$ cat config.mk
export PLATFORM = sky130hd
export DESIGN_NAME = fir_output_stage
export DESIGN_NICKNAME = d
export VERILOG_FILES = /design/src/rtl/fir_pkg.sv /design/src/rtl/fir_sync_fifo.sv /design/src/rtl/fir_output_stage.sv
export SDC_FILE = /design/constraint.sdc
export NUM_CORES = 1
export LEC_CHECK = 0
export BUFFER_PORTS_ARGS = -buffer_cell sky130_fd_sc_hd__buf_2
export CAP_MARGIN = 20
export CORE_ASPECT_RATIO = 0.5
export CORE_UTILIZATION = 31
export DETAILED_ROUTE_END_ITERATION = 6
export PLACE_DENSITY = 0.57
export SLEW_MARGIN = 25
export SYNTH_ARGS = -nofsm -noshare
export SYNTH_HDL_FRONTEND = slang
export SYNTH_HIERARCHICAL = 1
export SYNTH_SLANG_ARGS = --single-unit
export TNS_END_PERCENT = 1
$ cat constraint.sdc
create_clock -name clk -period 3.36 [get_ports clk]
set_input_delay 0 -clock clk [delete_from_list [all_inputs] [get_ports clk]]
set_output_delay 0 -clock clk [all_outputs]
set_load 0.01 [all_outputs]
$ cat src/rtl/fir_pkg.sv
// fir_pkg: constants and sample type shared by the CSD FIR and its output stage
package fir_pkg;
    localparam int FIR_DATA_W = 16;
    localparam int FIR_ACC_W  = 32;
    typedef logic signed [FIR_DATA_W-1:0] sample_t;
endpackage

$ cat src/rtl/fir_sync_fifo.sv
// fir_sync_fifo: synchronous FIFO with a registered head output that holds its last value when empty
module fir_sync_fifo
    import fir_pkg::*;
#(
    parameter int WIDTH = FIR_DATA_W,
    parameter int DEPTH = 4
) (
    input  logic                     clk,
    input  logic                     rst_n,
    input  logic                     clr,
    input  logic                     push,
    input  logic                     pop,
    input  logic [WIDTH-1:0]         din,
    output logic [WIDTH-1:0]         dout,
    output logic                     full,
    output logic                     empty,
    output logic [$clog2(DEPTH):0]   count
);
    localparam int AW = $clog2(DEPTH);
    logic [WIDTH-1:0] r_mem [DEPTH];
    logic [WIDTH-1:0] r_dout;
    logic [AW:0]      r_wr, r_rd, w_wr_nxt, w_rd_nxt;
    assign w_wr_nxt = r_wr + {{AW{1'b0}}, push};
    assign w_rd_nxt = r_rd + {{AW{1'b0}}, pop};
    assign full  = (r_wr[AW] != r_rd[AW]) && (r_wr[AW-1:0] == r_rd[AW-1:0]);
    assign empty = r_wr == r_rd;
    assign count = r_wr - r_rd;
    assign dout  = r_dout;
    always_ff @(posedge clk) begin
        if (push)
            r_mem[r_wr[AW-1:0]] <= din;
    end
    // Head is re-registered every cycle; a sample written this cycle may become the new head.
    always_ff @(posedge clk or negedge rst_n) begin
        if (!rst_n) begin
            r_wr   <= '0;
            r_rd   <= '0;
            r_dout <= '0;
        end else if (clr) begin
            r_wr   <= '0;
            r_rd   <= '0;
            r_dout <= '0;
        end else begin
            r_wr <= w_wr_nxt;
            r_rd <= w_rd_nxt;
            if (w_wr_nxt != w_rd_nxt)
                r_dout <= (push && r_wr == w_rd_nxt) ? din : r_mem[w_rd_nxt[AW-1:0]];
        end
    end
endmodule

$ cat src/rtl/fir_output_stage.sv
// fir_output_stage: decimates FIR results, buffers kept samples and streams them out,
// counting samples lost to back-pressure
module fir_output_stage
    import fir_pkg::*;
#(
    parameter int DATA_WIDTH = FIR_DATA_W,
    parameter int DECIM      = 4,
    parameter int FIFO_DEPTH = 4,
    parameter int CNT_WIDTH  = 16
) (
    input  logic                  clk,
    input  logic                  rst_n,
    input  logic [DATA_WIDTH-1:0] in_data,
    input  logic                  in_valid,
    input  logic                  clr,
    output logic [DATA_WIDTH-1:0] m_data,
    output logic                  m_valid,
    input  logic                  m_ready,
    output logic                  overflow,
    output logic [CNT_WIDTH-1:0]  drop_cnt
);
    localparam int PW = (DECIM > 1) ? $clog2(DECIM) : 1;
    logic [PW-1:0]                 r_phase;
    logic                          r_overflow;
    logic [CNT_WIDTH-1:0]          r_drop_cnt;
    logic                          w_keep, w_pop, w_push, w_drop, w_full, w_empty;
    logic [$clog2(FIFO_DEPTH):0]   w_count;
    assign w_keep  = in_valid && (r_phase == '0) && !clr;
    assign w_pop   = !w_empty && m_ready && !clr;
    assign w_push  = w_keep && ((w_count < FIFO_DEPTH) || w_pop);
    assign w_drop  = w_keep && w_full && !w_pop;
    assign m_valid  = !w_empty;
    assign overflow = r_overflow;
    assign drop_cnt = r_drop_cnt;
    fir_sync_fifo #(.WIDTH(DATA_WIDTH), .DEPTH(FIFO_DEPTH)) u_fifo (
        .clk   (clk),
        .rst_n (rst_n),
        .clr   (clr),
        .push  (w_push),
        .pop   (w_pop),
        .din   (in_data),
        .dout  (m_data),
        .full  (w_full),
        .empty (w_empty),
        .count (w_count)
    );
    always_ff @(posedge clk or negedge rst_n) begin
        if (!rst_n) begin
            r_phase    <= '0;
            r_overflow <= 1'b0;
            r_drop_cnt <= '0;
        end else if (clr) begin
            r_phase    <= '0;
            r_overflow <= 1'b0;
            r_drop_cnt <= '0;
        end else begin
            if (in_valid)
                r_phase <= (r_phase == PW'(DECIM - 1)) ? '0 : r_phase + 1'b1;
            if (w_drop) begin
                r_overflow <= 1'b1;
                if (r_drop_cnt != '1)
                    r_drop_cnt <= r_drop_cnt + 1'b1;
            end
        end
    end
endmodule

==> impl_metrics.tcl <==
set metrics [dict create \
    status "finished clean" \
    worst_ir_drop_vdd_uv 230 \
    yosysWarnings 6 \
    path_clk_slew_ns 0.08 \
    hpwl_um 5820 \
    fin_skew_ns 0.0106 \
    rsz0062_at_grt "no" \
    finalInstanceArea_um2 5720 \
    grt_max_degree 42 \
    power_density_nw_per_um2 495 \
    clock_latency_ns 0.35 \
    drt_wl_total_um 9100 \
    fmax_mhz 323 \
    worst_path_max_delay_cell "dfrtp_1" \
    drt_iter0_drc 164 \
    cts.path.max_buffers 2 \
    min_period_over_period_pct 92.2 \
    dieArea_um2 15700 \
    cp_common_cell "ha_1" \
    layout_min_cycle_time_ns 3.10 \
    worstSetupEndpointType "register" \
    antenna_found_initial 0 \
    route.antenna.remaining_nets 0 \
    coreArea_um2 14600 \
    setup_viol 0 \
    power_leakage_nw 2.27 \
    cp_num_cells 11 \
    hold_viol 0 \
    overflow 0 \
    vias 2809 \
    placed_cell_area_um2 5230 \
    num_rows 31 \
    grt_pass1_vias 2611 \
    synthesis.nets 329 \
    clock_power_share_pct 36.2 \
    tightest_slew_ns 0.599 \
    h-tree-depth 3 \
    critPathMaxStageDelay_ns 0.40 \
    viasPerCell 4.80 \
    final_cells 585 \
    cp.arrival_ns 3.34 \
    crit_start "u_fifo/r_wr[0]" \
    port_buffers 54 \
    wl_per_cell_um 15.6 \
    syn_inst 298 \
    gp_congestion 0.725 \
    gr-usage-all-layers_pct 11.9 \
    ios 55 \
    cts_buffers 9 \
    reg2reg_to "u_fifo/dout[4]" \
    hold_path_class "input pin to asynchronous set/reset pin" \
    insertedDiodeCount 0 \
    worstSetupPathType "register to register" \
    grt_pass1_wl_um 14000 \
    die-height_um 89.0 \
    slew_headroom_pct 59.9 \
    clock-sinks 105 \
    synthesis.area_um2 4690 \
    syn2layout_area_growth_pct 21.9 \
    root_buffer "clkbuf_16" \
    initial_core_util_pct 32.1 \
    setup_tns_ns 0 \
    cap_violations 0 \
    switching_share_pct 24.9 \
    cp-start-kind "register" \
    maxSlewViolCount 0 \
    nets 413 \
    p_int_mw 2.12 \
    avgSynthCellArea_um2 15.7 \
    power_frac_comb_pct 12.3 \
    crit_required_ns 3.60 \
    cp-endpoint "u_fifo/dout[4]" \
    r2r_start "u_fifo/r_wr[0]" \
    path_cells "inv_1, ha_1, and3_1, nand2b_1, nor2_1, ha_1, ha_1, xnor2_1, nand4_4, mux2_2, a22o_1" \
    die_w_um 176 \
    worst-path-buf-inv 1 \
    worstPathMaxFanout 16 \
    seqPwrFrac_pct 51.5 \
    cts_tree "yes" \
    drc_errors 0 \
    drive_above_1_share_pct 32.8 \
    crit_family "adder cells" \
    dp_cells 550 \
    r2r_slack_ns 0.26 \
    drtPass1Iterations 4 \
    power_switching_mw 0.705 \
    reg2reg_depth 11 \
]
-- how the worst min path moves through the flow --
stage                  from              end  slack, ns
finish                rst_n  u_fifo/dout[11]       0.19
global route          rst_n  u_fifo/dout[13]       0.26
CTS                 m_ready      drop_cnt[3]       0.35
detailed placement    rst_n      drop_cnt[3]       0.23
global placement      rst_n      drop_cnt[3]       0.23
floorplan             rst_n      drop_cnt[0]      -0.30
-- what timing repair did --
action	CTS	global route
hold endpoints to repair	113	0
endpoints found under the setup margin	0	16
setup buffers	0	0
resized for setup	0	2
hold buffers	19	0
-- state kept, by name (all words and copies together) (netlist names) --
signal        flops
drop_cnt         16
overflow          1
r_phase           2
u_fifo/dout      16
u_fifo/r_mem     64
u_fifo/r_rd       3
u_fifo/r_wr       3
-- per-stage QoR --
stage | hold slack (ns) | setup WS (ns) | power (mW) | utilization [%]
2_1_floorplan | -0.296 | 0.363 | 1.70 | -
3_3_place_gp | 0.227 | 0.215 | 1.82 | 35.8
3_5_place_dp | 0.231 | 0.159 | 1.82 | 35.8
4_1_cts | 0.351 | 0.107 | 2.87 | 39.1
5_1_grt | 0.258 | 0.0529 | 2.95 | 39.1
6_report | 0.191 | 0.262 | 2.83 | 39.1
-- placed cells by master (no fill, tap or decap), types with 7 or more instances in the layout --
master / count
a21oi_1: 7
a22o_1: 16
buf_2: 53
buf_4: 13
clkbuf_16: 9
dfrtp_1: 41
dlygate4sd3_1: 19
edfxtp_1: 64
ha_1: 9
inv_1: 9
mux2_2: 17
mux4_2: 16
nor2_1: 17
nor2b_1: 11
-- power by group through the flow --
stage	Sequential (mW)	Combinational (mW)	Clock [mW]
6_report	1.46	0.347	1.02
4_1_cts	1.46	0.352	1.06
3_5_place_dp	1.49	0.332	0
5_1_grt	1.46	0.382	1.10
3_3_place_gp	1.49	0.329	0
2_1_floorplan	1.50	0.198	0
-- layout make-up --
type | count | area, um^2
Multi-Input combinational cell | 171 | 1630
Sequential cell | 105 | 2950
Clock buffer | 10 | 229
Tap cell | 198 | 248
Clock inverter | 6 | 60.1
Fill cell | 1353 | 8900
Inverter | 9 | 33.8
Timing Repair Buffer | 86 | 573
-- routing by layer --
layer,wire [um],vias to the layer above,global-route usage (%)
met2,4610,39,20.9
met5,0,-,0
li1,-,1328,-
met4,94,0,4.03
met3,229,8,2.68
met1,4170,1434,14.8
Note: power is estimated with default switching activity, not from simulation.
